File: config.mk
export PLATFORM = sky130hd
export DESIGN_NAME = prng_lfsr
export DESIGN_NICKNAME = d
export VERILOG_FILES = /design/src/rtl/prng_lfsr_pkg.sv /design/src/rtl/lfsr_step.sv /design/src/rtl/prng_lfsr.sv
export SDC_FILE = /design/constraint.sdc
export NUM_CORES = 1
export LEC_CHECK = 0
export CORE_MARGIN = 4
export CORE_UTILIZATION = 40
export CTS_CLUSTER_SIZE = 24
export DETAILED_ROUTE_END_ITERATION = 10
export PLACE_DENSITY = 0.62
export SYNTH_ARGS = -nofsm -noshare
export SYNTH_HDL_FRONTEND = slang
export SYNTH_SLANG_ARGS = --single-unit
File: constraint.sdc
create_clock -name clk -period 4.17 [get_ports clk]
set_input_delay 1.0425 -clock clk [delete_from_list [all_inputs] [get_ports clk]]
set_output_delay 1.0425 -clock clk [all_outputs]
set_load 0.02 [all_outputs]
File: src/rtl/prng_lfsr_pkg.sv
// Shared definitions for the LFSR pseudo-random generator: FSM states, step-form
// selectors and a table of maximal-length feedback polynomials.
package prng_lfsr_pkg;

   typedef enum logic [1:0] {
      ST_IDLE   = 2'd0,
      ST_WARMUP = 2'd1,
      ST_RUN    = 2'd2
   } state_t;

   localparam int unsigned MODE_FIBONACCI = 0;
   localparam int unsigned MODE_GALOIS    = 1;

   // Low-order coefficients only; x^width is implicit. Unlisted widths fall back to x^w+x+1.
   function automatic logic [63:0] default_poly(input int unsigned width);
      case (width)
         4:       return 64'h0000_0000_0000_0003;
         8:       return 64'h0000_0000_0000_001D;
         16:      return 64'h0000_0000_0000_002D;
         30:      return 64'h0000_0000_0000_0053;
         32:      return 64'h0000_0000_0000_00C5;
         64:      return 64'h0000_0000_0000_001B;
         default: return 64'h0000_0000_0000_0003;
      endcase
   endfunction

endpackage

File: src/rtl/lfsr_step.sv
// Combinational single-step LFSR update in either Fibonacci or Galois form.
module lfsr_step
   import prng_lfsr_pkg::*;
#(
   parameter int unsigned      WIDTH = 30,
   parameter logic [WIDTH-1:0] POLY  = WIDTH'(default_poly(WIDTH)),
   parameter int unsigned      MODE  = MODE_FIBONACCI
) (
   input  logic [WIDTH-1:0] state,
   output logic [WIDTH-1:0] state_next
);

   logic fb;

   always_comb begin
      fb = state[WIDTH-1];
      for (int unsigned k = 1; k < WIDTH; k++) begin
         if (POLY[k]) fb = fb ^ state[k-1];
      end
      if (MODE == MODE_GALOIS) begin
         state_next = {state[WIDTH-2:0], 1'b0} ^ (state[WIDTH-1] ? POLY : '0);
      end else begin
         state_next = {state[WIDTH-2:0], fb};
      end
   end

endmodule

File: src/rtl/prng_lfsr.sv
// LFSR pseudo-random generator with seed loading, warm-up discard, a valid/ready
// sample interface and a period-wrap indicator.
module prng_lfsr
   import prng_lfsr_pkg::*;
#(
   parameter int unsigned      WIDTH        = 30,
   parameter logic [WIDTH-1:0] POLY         = WIDTH'(default_poly(WIDTH)),
   parameter int unsigned      MODE         = MODE_FIBONACCI,
   parameter int unsigned      OUT_BITS     = 30,
   parameter int unsigned      WARMUP       = 16,
   parameter logic [WIDTH-1:0] DEFAULT_SEED = WIDTH'(1)
) (
   input  logic                clk,
   input  logic                rst_n,
   input  logic                en,
   input  logic                seed_load,
   input  logic [WIDTH-1:0]    seed_in,
   output logic [OUT_BITS-1:0] rand_data,
   output logic                rand_valid,
   input  logic                rand_ready,
   output logic                period_wrap
);

   localparam logic [7:0] WARM_LAST   = 8'(WARMUP - 1);
   localparam state_t     START_STATE = (WARMUP == 0) ? ST_RUN : ST_WARMUP;

   state_t           fsm, fsm_next;
   logic [WIDTH-1:0] lfsr, lfsr_stepped, seed_reg, seed_value;
   logic [7:0]       warm_cnt;
   logic             take, step;

   lfsr_step #(
      .WIDTH(WIDTH),
      .POLY (POLY),
      .MODE (MODE)
   ) u_step (
      .state     (lfsr),
      .state_next(lfsr_stepped)
   );

   always_comb begin
      seed_value = (seed_in == '0) ? DEFAULT_SEED : seed_in;
   end

   always_comb begin
      fsm_next = fsm;
      take     = 1'b0;
      step     = 1'b0;
      if (seed_load) begin
         fsm_next = en ? START_STATE : ST_IDLE;
      end else begin
         case (fsm)
            ST_IDLE: begin
               if (en) fsm_next = START_STATE;
            end
            ST_WARMUP: begin
               if (!en) begin
                  fsm_next = ST_IDLE;
               end else begin
                  step = 1'b1;
                  if (warm_cnt == WARM_LAST) fsm_next = ST_RUN;
               end
            end
            ST_RUN: begin
               if (!en) begin
                  fsm_next = ST_IDLE;
               end else if (!rand_valid || rand_ready) begin
                  take = 1'b1;
                  step = 1'b1;
               end
            end
            default: fsm_next = ST_IDLE;
         endcase
      end
      // A zeroed state is repaired instead of stepped or sampled.
      if (lfsr == '0) begin
         take = 1'b0;
         step = 1'b0;
      end
   end

   always_ff @(posedge clk or negedge rst_n) begin
      if (!rst_n) begin
         fsm         <= ST_IDLE;
         lfsr        <= DEFAULT_SEED;
         seed_reg    <= DEFAULT_SEED;
         warm_cnt    <= '0;
         rand_data   <= '0;
         rand_valid  <= 1'b0;
         period_wrap <= 1'b0;
      end else begin
         fsm         <= fsm_next;
         period_wrap <= 1'b0;
         warm_cnt    <= (fsm == ST_WARMUP && fsm_next == ST_WARMUP) ? warm_cnt + 8'd1 : '0;
         if (seed_load) begin
            lfsr       <= seed_value;
            seed_reg   <= seed_value;
            rand_valid <= 1'b0;
            warm_cnt   <= '0;
         end else begin
            if (lfsr == '0) begin
               lfsr <= DEFAULT_SEED;
            end else if (step) begin
               lfsr        <= lfsr_stepped;
               period_wrap <= (lfsr_stepped == seed_reg);
            end
            if (take) begin
               rand_data  <= lfsr[OUT_BITS-1:0];
               rand_valid <= 1'b1;
            end else if (fsm_next != ST_RUN || rand_ready) begin
               rand_valid <= 1'b0;
            end
         end
      end
   end

endmodule

==> results list, run 1 <==
- Timing endpoint of the critical path: lfsr[17]$_DFFE_PN0P_
* Part of the cycle the worst path needs: 0.7023
* Top cells by area in the synthesized netlist: sky130_fd_sc_hd__dfrtp_1 51%, sky130_fd_sc_hd__mux2_2 6.9%, sky130_fd_sc_hd__xnor2_1 6.3%, sky130_fd_sc_hd__a2bb2oi_1 5.2%, sky130_fd_sc_hd__o221ai_1 5.2%
- The die covers 0.01409 mm^2.
- Status: finished, final reports clean
- After synthesis the cells add up to a little under 0.005 mm^2.
- Traced cell by cell, the critical path runs through clkdlybuf4s50_1 -> nand2_1 -> or3_1 -> buf_4 -> o211ai_1 -> buf_4 -> a2bb2oi_1.
* Non-Filler Instances: ~650
* Most frequent cell after synthesis: sky130_fd_sc_hd__dfrtp_1
* Path type of the worst setup path: in -> reg
- DR vias/cell: roughly 5.7
- Setup repair after global routing left no endpoint under its margin.
- The initial antenna violation count came to 0.
* Worst-path fanout max: 31
- Summed over all instances, the cell type with the most area after synthesis is sky130_fd_sc_hd__dfrtp_1.
- Measured on the finished design, the core utilization comes to 0.5013.
- Wire length after detailed routing: 12490 um
- After the first detailed-routing iteration, the DRC count stood at 240.
- Compared with the post-synthesis result, the final layout area differs by 22.79%.
- Maximum achievable frequency: 0.3415 GHz
- Total via count in the routed design: 3708
- Final hold violation count: 0
- Synthesized net count: 478
* Sum Neg Setup Slack: 0 ns
* Layout filler cell count: around 1100
- Setup fix buffers added after clock tree synthesis: 0
- The first global-routing pass estimated 20530 um of wire.
* Worst supply voltage drop on vdd: 324.3 uV
- Power share of the clock group: 0.372
- IO Count: 67
- Top post-synthesis cells by count: 100 x sky130_fd_sc_hd__dfrtp_1, 35 x sky130_fd_sc_hd__inv_1, 35 x sky130_fd_sc_hd__xnor2_1
* Count of endpoints failing setup in the final report: 0
- Class of the most critical hold timing path: reg -> reg
- In this design, the stage delay of the slowest critical-path cell is 0.62 ns.
- At the pin with the least slew margin, the transition time is 1.174 ns.
- The share of total power dissipated in sequential elements is 0.489.
- The clock reaches the later pin of the worst-skew pair after 0.36 ns.
* Pins over their slew limit: 0
* Number of nets still failing antenna checks after routing: 0
- OpenSTA, run right after detailed placement, puts the worst setup slack at 0.8946 ns.
* Max transition margin: 0.2172
- Clock Tree Buf Depth: 2
- Placed cell area: approximately 0.0057 mm^2
- GRT Resource Usage Total: 0.1822
- Reg2reg start: lfsr[22]$_DFFE_PN0P_
* Pin count of the biggest net entering global routing: 90
* Proportion of register bits with asynchronous set or reset after synthesis: 1.000
- Distinct cell type count of the synthesized netlist: 41
- Maxcap violations: 0
- Of the synthesized area, sequential elements account for 0.5211.
- Count of clock tree sinks: around 100
- Clock-pin slew was measured on the worst setup and hold paths at 0.07 ns.
* Logic pwr share: 0.138
* Synthesized area per cell: 11.20 um^2
* Worst flop-to-flop path endpoint: rand_data[12]$_DFFE_PN0P_
* Count of instances resized after the clock tree is built: 0
- RePlAce Congestion: 0.8065
- The number of global-route vias before repair came to 3887.
- In this run the vertical extent of the chip is 118.7 um.
* Number of instances in the synthesized netlist: 438
- The initial utilization of the core area, before any placement, comes to 0.4082.
- Counting flops and latches in the post-synthesis netlist gives between 100 and 150.
* Dominant register cell in the synthesized netlist: sky130_fd_sc_hd__dfrtp_1
* Buffer type at the clock tree root: sky130_fd_sc_hd__clkbuf_16
* Final antenna diode count: 0
* Share of Yosys cell area claimed by the top area cell type: 0.5103
* Data arrival time of the critical path: 3.20 ns
- The multi-input combinational cells in the finished layout cover a total of 0.002088 mm^2.
* Cell with the largest stage delay on the worst path: sky130_fd_sc_hd__clkdlybuf4s50_1
* WHS: 0.4747 ns
- Crit path from: en
* Post-layout net count: 536
- CTS H-Tree Depth: 3
- Crit start category: input port
* Fraction of final layout cells with drive strength greater than 1: 0.1297
- Number of enable-type register cells in the synthesized netlist: 0
* Number of hold buffers added after CTS: 0
- In the final routed layout, each cell accounts on average for around 19 um.
- Internal power comes to 1.725 mW.
- Most frequent cell on the critical path: sky130_fd_sc_hd__buf_4
* Cell Pwr Density: between 300 and 400 mW/mm^2
- The first TritonRoute pass finished after 4 iterations.
- Once layout is done, the placed cells without fillers occupy 0.006021 mm^2.
- TritonCTS Buffers: 9
- Once detailed placement completed, the half-perimeter wirelength came to between 8000 and 9000 um.
* Power, Total: between 2 and 2.5 mW
- The startpoint identified for the worst hold timing path is warm_cnt[0]$_DFF_PN0_.
- Yosys warnings: 0
- Data on the critical path is required at its endpoint by 4.44 ns.
- Across all setup checks in the final design, the least slack found is 1.241 ns.
* Number of placement rows: 40
- Measured in cells, the most critical reg-to-reg path has a length of 6.
- Leak pwr: 2.523 nW
* Total global routing overflow: 0
- Of the total power, the share spent switching nets is 0.2646.
- The worst path in the final design needs a cycle of around 3 ns, including I/O delays and setup.
- DRC: 0
* Net switching power: slightly above 600 uW
- The floorplan step defined a core boundary enclosing 0.01201 mm^2.
* Placed Instances: around 630
- Setup slack, reg-to-reg: 1.35 ns
- Floorplan die width: 118.7 um
- Clock tree from TritonCTS: yes
- For the final database, setup skew stands at 0.01139 ns.
- Count of port buffers added during placement: 66
- Endpoint kind of the worst setup timing path: flip-flop
* Storage cell area: 0.002555 mm^2
## worst min-delay path by stage
stage	endpoint	depth (start not counted)
floorplan	warm_cnt[0]$_DFF_PN0_	1
global placement	warm_cnt[0]$_DFF_PN0_	1
detailed placement	warm_cnt[0]$_DFF_PN0_	1
CTS	warm_cnt[0]$_DFF_PN0_	1
global route	warm_cnt[0]$_DFF_PN0_	1
finish	warm_cnt[0]$_DFF_PN0_	1
## critical path, delay by kind of cell
kind                   cells  cell delay [ns]
buffers and inverters      3             1.20
and+or+nand+nor            2             0.43
AOI/OAI and AO/OA          2             0.51
## cell families after synthesis
group,count (synthesis),share of synthesized area
DFF,102,0.5211
muxes,31,0.07119
adders and majority gates,5,0.01276
AOI/OAI and AO/OA,126,0.1924
and+or+nand+nor,67,0.07706
xor gates and xnor gates,39,0.07247
buffers and inverters,68,0.05307
## per-layer routing
metal  up-vias  global-route usage  share of wire
met5         -                   0              0
met4         0             0.04852          0.011
met3        13             0.04689          0.041
met2        81              0.3048           0.50
met1      1871              0.2348           0.45
li1       1743                   -              -
## power groups by stage
stage | combinational [mW] | clock, mW | sequential (mW)
2_1_floorplan | 0.208 | 0 | 1.14
3_3_place_gp | 0.323 | 0 | 1.16
3_5_place_dp | 0.327 | 0 | 1.17
4_1_cts | 0.329 | 0.895 | 1.15
5_1_grt | 0.358 | 0.933 | 1.16
6_report | 0.325 | 0.874 | 1.15
## cell usage in the layout (no fill, tap or decap), types with 11 or more instances in the layout
cell type / netlist / layout
sky130_fd_sc_hd__nor3_1: 11 / 11
sky130_fd_sc_hd__xnor2_1: 35 / 35
sky130_fd_sc_hd__clkdlybuf4s50_1: 0 / 64
sky130_fd_sc_hd__inv_1: 35 / 35
sky130_fd_sc_hd__nor4_1: 15 / 15
sky130_fd_sc_hd__mux2_2: 30 / 30
sky130_fd_sc_hd__a2bb2oi_1: 29 / 29
sky130_fd_sc_hd__o21ai_0: 32 / 32
sky130_fd_sc_hd__nand4_1: 11 / 11
sky130_fd_sc_hd__buf_4: 0 / 15
sky130_fd_sc_hd__o211ai_1: 27 / 27
sky130_fd_sc_hd__o221ai_1: 29 / 29
sky130_fd_sc_hd__dfrtp_1: 100 / 100
## layout make-up
cell class | count | share of cell area
clock buffers | 13 | 0.04323
repair buffers | 80 | 0.1259
clock inverters | 3 | 0.007273
flip-flops and latches | 102 | 0.4244
well taps | 147 | 0.03055
multi-input cells | 268 | 0.3468
inverters | 35 | 0.02182
Power figures use the tool's default switching activity.
==> inputs of run 2 (changes only) <==
clock period = 2.95 ns   (was 4.17 ns; I/O delays follow)
==> results list, run 2 (same netlist as run 1, synthesis figures left out) <==
- Status: finished, final reports clean
- Worst clock skew: 0.01015 ns (-0.001240 ns)
* Data arrival time of the critical path: 2.66 ns (-0.54 ns)
- The height of the chip came to 118.7 um (unchanged).
- Count of clock tree sinks: 102 (unchanged)
- The share of the core filled with cells in the final layout was 0.5002 (-0.001042).
- Later-pin clock latency in the skew report: 0.35 ns (about the same)
* Setup repair after global routing missed its margin: no
* Count of port buffers added during placement: 66 (unchanged)
* Post-route setup slack: 0.5583 ns (-0.6831 ns)
- Worst-path fanout max: 31 (unchanged)
- The number of global-route vias before repair was 3918 (+0.80%).
- Subtracting the final worst setup slack from the clock period gives 2.392 ns.
* Endpoint kind of the worst setup timing path: flip-flop
- Syn-to-layout area delta: 22.53%
- Clock tree from TritonCTS: yes
- Final antenna diode count: 0 (unchanged)
* TritonCTS Buffers: 9 (unchanged)
* Pins over their slew limit: 0 (unchanged)
- Total global routing overflow: 0 (unchanged)
* DRC: 0 (unchanged)
* CTS H-Tree Depth: 3 (unchanged)
- Routed wire per std cell: 19.80 um (+2.7%)
* Fraction of final layout cells with drive strength greater than 1: 0.1300 (+0.0002595)
- The number of violations of the max-capacitance limit was 0 (unchanged).
* Leak pwr: 2.513 nW (-0.40%)
- Multi-input gate area: 0.002088 mm^2 (unchanged)
- Max transition margin: 0.5850 (+0.3677)
* Maximum achievable frequency: 0.4181 GHz
* Count of instances resized after the clock tree is built: 0 (unchanged)
* Post-layout net count: 535 (-0.19%)
* Part of the cycle the worst path needs: 0.8108
- Storage cell area: 0.002555 mm^2 (unchanged)
- Antenna violations before repair: 0 (unchanged)
* Path type of the worst setup path: reg -> reg
- Total via count in the routed design: 3786 (+2.1%)
- The worst setup path is launched from a flip-flop.
- Total die area: 0.01409 mm^2 (unchanged)
* WHS: 0.3190 ns (-0.1557 ns)
- Cell Pwr Density: 538.2 mW/mm^2 (+38%)
- The tree is rooted in a sky130_fd_sc_hd__clkbuf_16.
- The wire length of the first global-routing pass was 21510 um (+4.7%).
* Length of the first detailed-routing pass in iterations: 6 (+2)
- Leaving out fill and tap cells, the most frequent cell in the layout is sky130_fd_sc_hd__dfrtp_1.
* Initial Util: 0.4082 (unchanged)
- Class of the most critical hold timing path: in -> async
- The slew at the pin closest to its max-slew limit is 0.6218 ns (-0.5523 ns).
- Clock Tree Buf Depth: 2 (unchanged)
* HPWL after detailed placement: 8806 um (+1.5%)
* Worst supply voltage drop on vdd: 299.2 uV (-7.7%)
* Number of placement rows: 40 (unchanged)
* Floorplan die width: 118.7 um (unchanged)
* Sum Neg Setup Slack: 0 ns (unchanged)
* Clock Pin Slew Worst Setup and Hold Paths: 0.07 ns (about the same)
- The area inside the core boundary was 0.01201 mm^2 (unchanged).
- The count of pins on the block boundary was 67 (unchanged).
- Setup fix buffers added after clock tree synthesis: 0 (unchanged)
- Layout filler cell count: 1116 (+2.0%)
- The per-cell via count in the routed design came to 5.852 (+2.3%).
* Number of nets still failing antenna checks after routing: 0 (unchanged)
* Pin count of the biggest net entering global routing: 63 (-30%)
- The final wirelength was 12810 um (+2.6%).
- Minimum setup slack after placement: 0.3198 ns (-0.5748 ns)
* RePlAce Congestion: 0.8374 (+3.8%)
* Number of hold buffers added after CTS: 0 (unchanged)
* Commonest cells after routing, fill and taps aside: 100 x sky130_fd_sc_hd__dfrtp_1, 64 x sky130_fd_sc_hd__clkdlybuf4s50_1, 35 x sky130_fd_sc_hd__inv_1, 35 x sky130_fd_sc_hd__xnor2_1, 32 x sky130_fd_sc_hd__o21ai_0
* GRT Resource Usage Total: 0.1906 (+0.008409)
- The final hold violation count came to 0 (unchanged).
- Iteration-0 DRC count of the detailed router: 281 (+17%)
* Count of endpoints failing setup in the final report: 0 (unchanged)
- The required time of the critical path was 3.22 ns (-1.22 ns).
- The sum of internal, switching and leakage power is 3.233 mW (+38%).
## run 2: cell types whose count changed in the layout (fill, tap and decap cells not counted)
cell,before,now
sky130_fd_sc_hd__buf_12,0,1
sky130_fd_sc_hd__buf_4,15,13
sky130_fd_sc_hd__clkinvlp_4,0,1
sky130_fd_sc_hd__clkbuf_1,2,1
sky130_fd_sc_hd__inv_6,0,1
sky130_fd_sc_hd__bufinv_16,1,0
## run 2: power by group
part | switching [mW] | internal, mW | total [mW]
logic | 0.228 | 0.239 | 0.467
clock network | 0.521 | 0.622 | 1.14
registers | 0.126 | 1.50 | 1.62
total | 0.876 | 2.36 | 3.23
## run 2: critical path, stage by stage, from the launching register on
cell and delay [ns]:
sky130_fd_sc_hd__dfrtp_1 0.44, sky130_fd_sc_hd__nor4_1 0.47, sky130_fd_sc_hd__nand4_1 0.24, sky130_fd_sc_hd__buf_4 0.32
sky130_fd_sc_hd__o211ai_1 0.33, sky130_fd_sc_hd__buf_4 0.31, sky130_fd_sc_hd__a2bb2oi_1 0.19
## run 2: metal layers
| metal | track usage | up-vias | part of all wire |
|---|---|---|---|
| met1 | 0.2653 | 1909 | 0.45 |
| met2 | 0.2917 | 113 | 0.48 |
| li1 | - | 1746 | - |
| met5 | 0 | - | 0 |
| met3 | 0.05359 | 18 | 0.052 |
| met4 | 0.05431 | 0 | 0.017 |
## run 2: final cells by class
| cell class | count | share of cell area |
|---|---|---|
| flip-flops and latches | 102 | 0.4252 |
| clock buffers | 12 | 0.04269 |
| clock inverters | 4 | 0.004998 |
| multi-input cells | 268 | 0.3476 |
| well taps | 147 | 0.03061 |
| inverters | 35 | 0.02187 |
| repair buffers | 79 | 0.1270 |
## run 2: through the flow
stage / cells / cell area [um^2]
finish: 647 / 6008
global route: 647 / 6008
CTS: 647 / 6008
detailed placement: 631 / 5722
global placement: 631 / 5722
floorplan: 438 / 4903
## run 2: final timing paths
path / from / end / slack [ns] / cells after the start
setup / recovery: lfsr[1]$_DFFE_PN0P_ / lfsr[13]$_DFFE_PN0P_ / 0.56 / 6
hold / removal: rst_n / lfsr[26]$_DFFE_PN0P_ / 0.32 / 1
setup reg to reg: lfsr[1]$_DFFE_PN0P_ / lfsr[13]$_DFFE_PN0P_ / 0.56 / 6
hold reg to reg: warm_cnt[0]$_DFF_PN0_ / warm_cnt[0]$_DFF_PN0_ / 0.48 / 1
max in group asynchronous: rst_n / lfsr[0]$_DFFE_PN1P_ / 1.91 / 2
min in group clk: warm_cnt[0]$_DFF_PN0_ / warm_cnt[0]$_DFF_PN0_ / 0.48 / 1
==> inputs of run 3 (changes only) <==
PLACE_DENSITY = 0.65   (was 0.62)
clock period = 2.1 ns   (was 2.95 ns; I/O delays follow)
==> results list, run 3 (same netlist as run 1, synthesis figures left out) <==
- Period minus WS final: 2.086 ns (-0.3054 ns)
- Power share of the clock group: 0.348 (-0.006)
* Length of the first detailed-routing pass in iterations: 5 (-1)
- The final standard cell area without fillers is 0.006847 mm^2 (+14%).
- The final worst hold slack was 0.2323 ns (-0.08674 ns).
- In this run the clock root is driven by a sky130_fd_sc_hd__clkbuf_16.
- TritonCTS built the clock tree.
- The area growth from synthesis to layout is 39.63%.
* Count of port buffers added during placement: 66 (unchanged)
- Layout filler cell count: 1016 (-9.0%)
* Final antenna diode count: 0 (unchanged)
- IO Count: 67 (unchanged)
- The minimum setup slack among reg-to-reg paths came to 0.01 ns (-0.54 ns).
- The final setup violation count was 0 (unchanged).
- The placed standard-cell area is 0.006222 mm^2 (+8.7%).
- The area inside the core boundary is 0.01201 mm^2 (unchanged).
- The number of global-route vias before repair is 4274 (+9.1%).
- The number of placed instances, taps included came to 696 (+10%).
- The storage element area was 0.002555 mm^2 (unchanged).
- The internal portion of total power came to 3.502 mW (+49%).
* Maximum achievable frequency: 0.4793 GHz (+15%)
- The routed length per placed instance came to 19.03 um (-3.9%).
- Sum Neg Setup Slack: 0 ns (unchanged)
- Number of nets still failing antenna checks after routing: 0 (unchanged)
* Share of total power in sequential cells: 0.460 (-0.042)
- Fraction of final layout cells with drive strength greater than 1: 0.2803 (+0.1503)
* Maxcap violations: 0 (unchanged)
- The worst relative slew slack was 0.6317 (+0.04672).
* TritonCTS Buffers: 9 (unchanged)
- The share of total power in combinational logic came to 0.192 (+0.047).
- The standby leakage power is 3.002 nW (+19%).
* Total die area: 0.01409 mm^2 (unchanged)
- First-pass GRT wire length: 22070 um (+2.6%)
- The worst-case clock buffer depth was 2 (unchanged).
* Most frequent standard cell in the layout excluding fill and tap cells: sky130_fd_sc_hd__dfrtp_1
- Final hold violation count: 0 (unchanged)
* Floorplan die width: 118.7 um (unchanged)
- The final worst-path cycle share came to 0.9935 (+0.1827).
* Pin count of the biggest net entering global routing: 103 (+63%)
- Data arrival time of the critical path: 2.31 ns (-0.35 ns)
- The maximum fanout along the worst path is 14 (-55%).
- HPWL after detailed placement: 9340 um (+6.1%)
* Later-pin clock latency in the skew report: 0.35 ns (about the same)
* Post-route setup slack: 0.01366 ns (-0.5446 ns)
* Power, Total: 4.789 mW (+48%)
- The clock skew after layout came to 0.01143 ns (+0.001277 ns).
- The switching power of the nets came to 1.287 mW (+47%).
- Class of the most critical hold timing path: in -> async
* Status: finished, final reports clean
- Transition time at the pin with the least slew margin: 0.5525 ns (-0.06939 ns)
* Initial Util: 0.4082 (unchanged)
- The number of nets in the final layout was 613 (+15%).
- The number of clock sinks came to 102 (unchanged).
- Iteration-0 DRC count of the detailed router: 263 (-6.4%)
- RePlAce Congestion: 0.8135 (-2.9%)
* Number of hold buffers added after CTS: 0 (unchanged)
* Path type of the worst setup path: reg -> reg
- Total via count in the routed design: 4143 (+9.4%)
* Non-Filler Instances: 725 (+12%)
- CTS H-Tree Depth: 3 (unchanged)
- The worst-case setup slack after placement was -0.3054 ns (-0.6253 ns).
* Setup repair after global routing missed its margin: yes
* Cell Pwr Density: 699.5 mW/mm^2 (+30%)
* DRC: 0 (unchanged)
- Height of the chip: 118.7 um (unchanged)
- The required time of the critical path came to 2.33 ns (-0.89 ns).
- Final standard cell utilization of the core: 0.5700 (+0.06979)
* Endpoint kind of the worst setup timing path: flip-flop
* GRT Resource Usage Total: 0.1958 (+0.005255)
- The initial antenna violation count is 0 (unchanged).
* Crit start category: flip-flop
- The switching part of the total was 0.2688 (-0.002076).
- The maximum resistive drop on vdd came to 476.7 uV (+59%).
- The per-cell via count in the routed design was 5.714 (-2.3%).
- Wire length after detailed routing: 13800 um (+7.7%)
- Multi-input gate area: 0.002251 mm^2 (+7.8%)
* Pins over their slew limit: 0 (unchanged)
- Clock Pin Slew Worst Setup and Hold Paths: 0.07 ns (about the same)
- Leaving out fill and tap cells, the most frequent cells in the layout are 100 x sky130_fd_sc_hd__dfrtp_1, 81 x sky130_fd_sc_hd__buf_4, 62 x sky130_fd_sc_hd__clkdlybuf4s50_1, 35 x sky130_fd_sc_hd__inv_1, 35 x sky130_fd_sc_hd__xnor2_1.
* Total global routing overflow: 0 (unchanged)
- Number of placement rows: 40 (unchanged)
-- run 3: area by class of cell --
type	count	area share
Tap cell	147	0.02686
Sequential cell	102	0.3732
Multi-Input combinational cell	268	0.3288
Timing Repair Buffer	157	0.2096
Clock buffer	10	0.03344
Clock inverter	6	0.008955
Inverter	35	0.01919
-- run 3: path summary, 6_finish.rpt --
kind / start / to / cells past startpoint
setup / recovery: lfsr[4]$_DFFE_PN0P_ / rand_data[17]$_DFFE_PN0P_ / 7
hold / removal: rst_n / fsm[0]$_DFF_PN0_ / 2
setup reg to reg: lfsr[4]$_DFFE_PN0P_ / rand_data[17]$_DFFE_PN0P_ / 7
hold reg to reg: warm_cnt[0]$_DFF_PN0_ / warm_cnt[0]$_DFF_PN0_ / 1
max in group asynchronous: rst_n / seed_reg[8]$_DFFE_PN0P_ / 2
min in group clk: warm_cnt[0]$_DFF_PN0_ / warm_cnt[0]$_DFF_PN0_ / 1
-- run 3: repair_timing --
item	CTS	global route
gates cloned	1	1
buffers inserted	7	6
endpoints found under the setup margin	60	85
pin swaps	3	7
gates resized for setup	6	46
-- run 3: power groups by stage --
stage          Sequential (mW)  Combinational, mW  Clock, mW
2_1_floorplan             2.26              0.414          0
3_3_place_gp              2.23              0.875          0
3_5_place_dp              2.23              0.886          0
4_1_cts                   2.20              0.898       1.69
5_1_grt                   2.22              0.996       1.80
6_report                  2.21              0.919       1.66
-- run 3: worst max-delay path, cell delays in order (launching register included) --
cell	delay (ns)
sky130_fd_sc_hd__dfrtp_1	0.39
sky130_fd_sc_hd__nor4_2	0.31
sky130_fd_sc_hd__buf_4	0.16
sky130_fd_sc_hd__nand4_1	0.17
sky130_fd_sc_hd__o211ai_1	0.23
sky130_fd_sc_hd__buf_4	0.20
sky130_fd_sc_hd__buf_12	0.17
sky130_fd_sc_hd__mux2_2	0.34
-- run 3: metal layers --
metal,vias to the layer above,track usage,share of wire
li1,1913,-,-
met1,2058,0.2515,0.43
met2,141,0.3254,0.49
met3,31,0.04689,0.054
met4,0,0.06445,0.025
met5,-,0,0
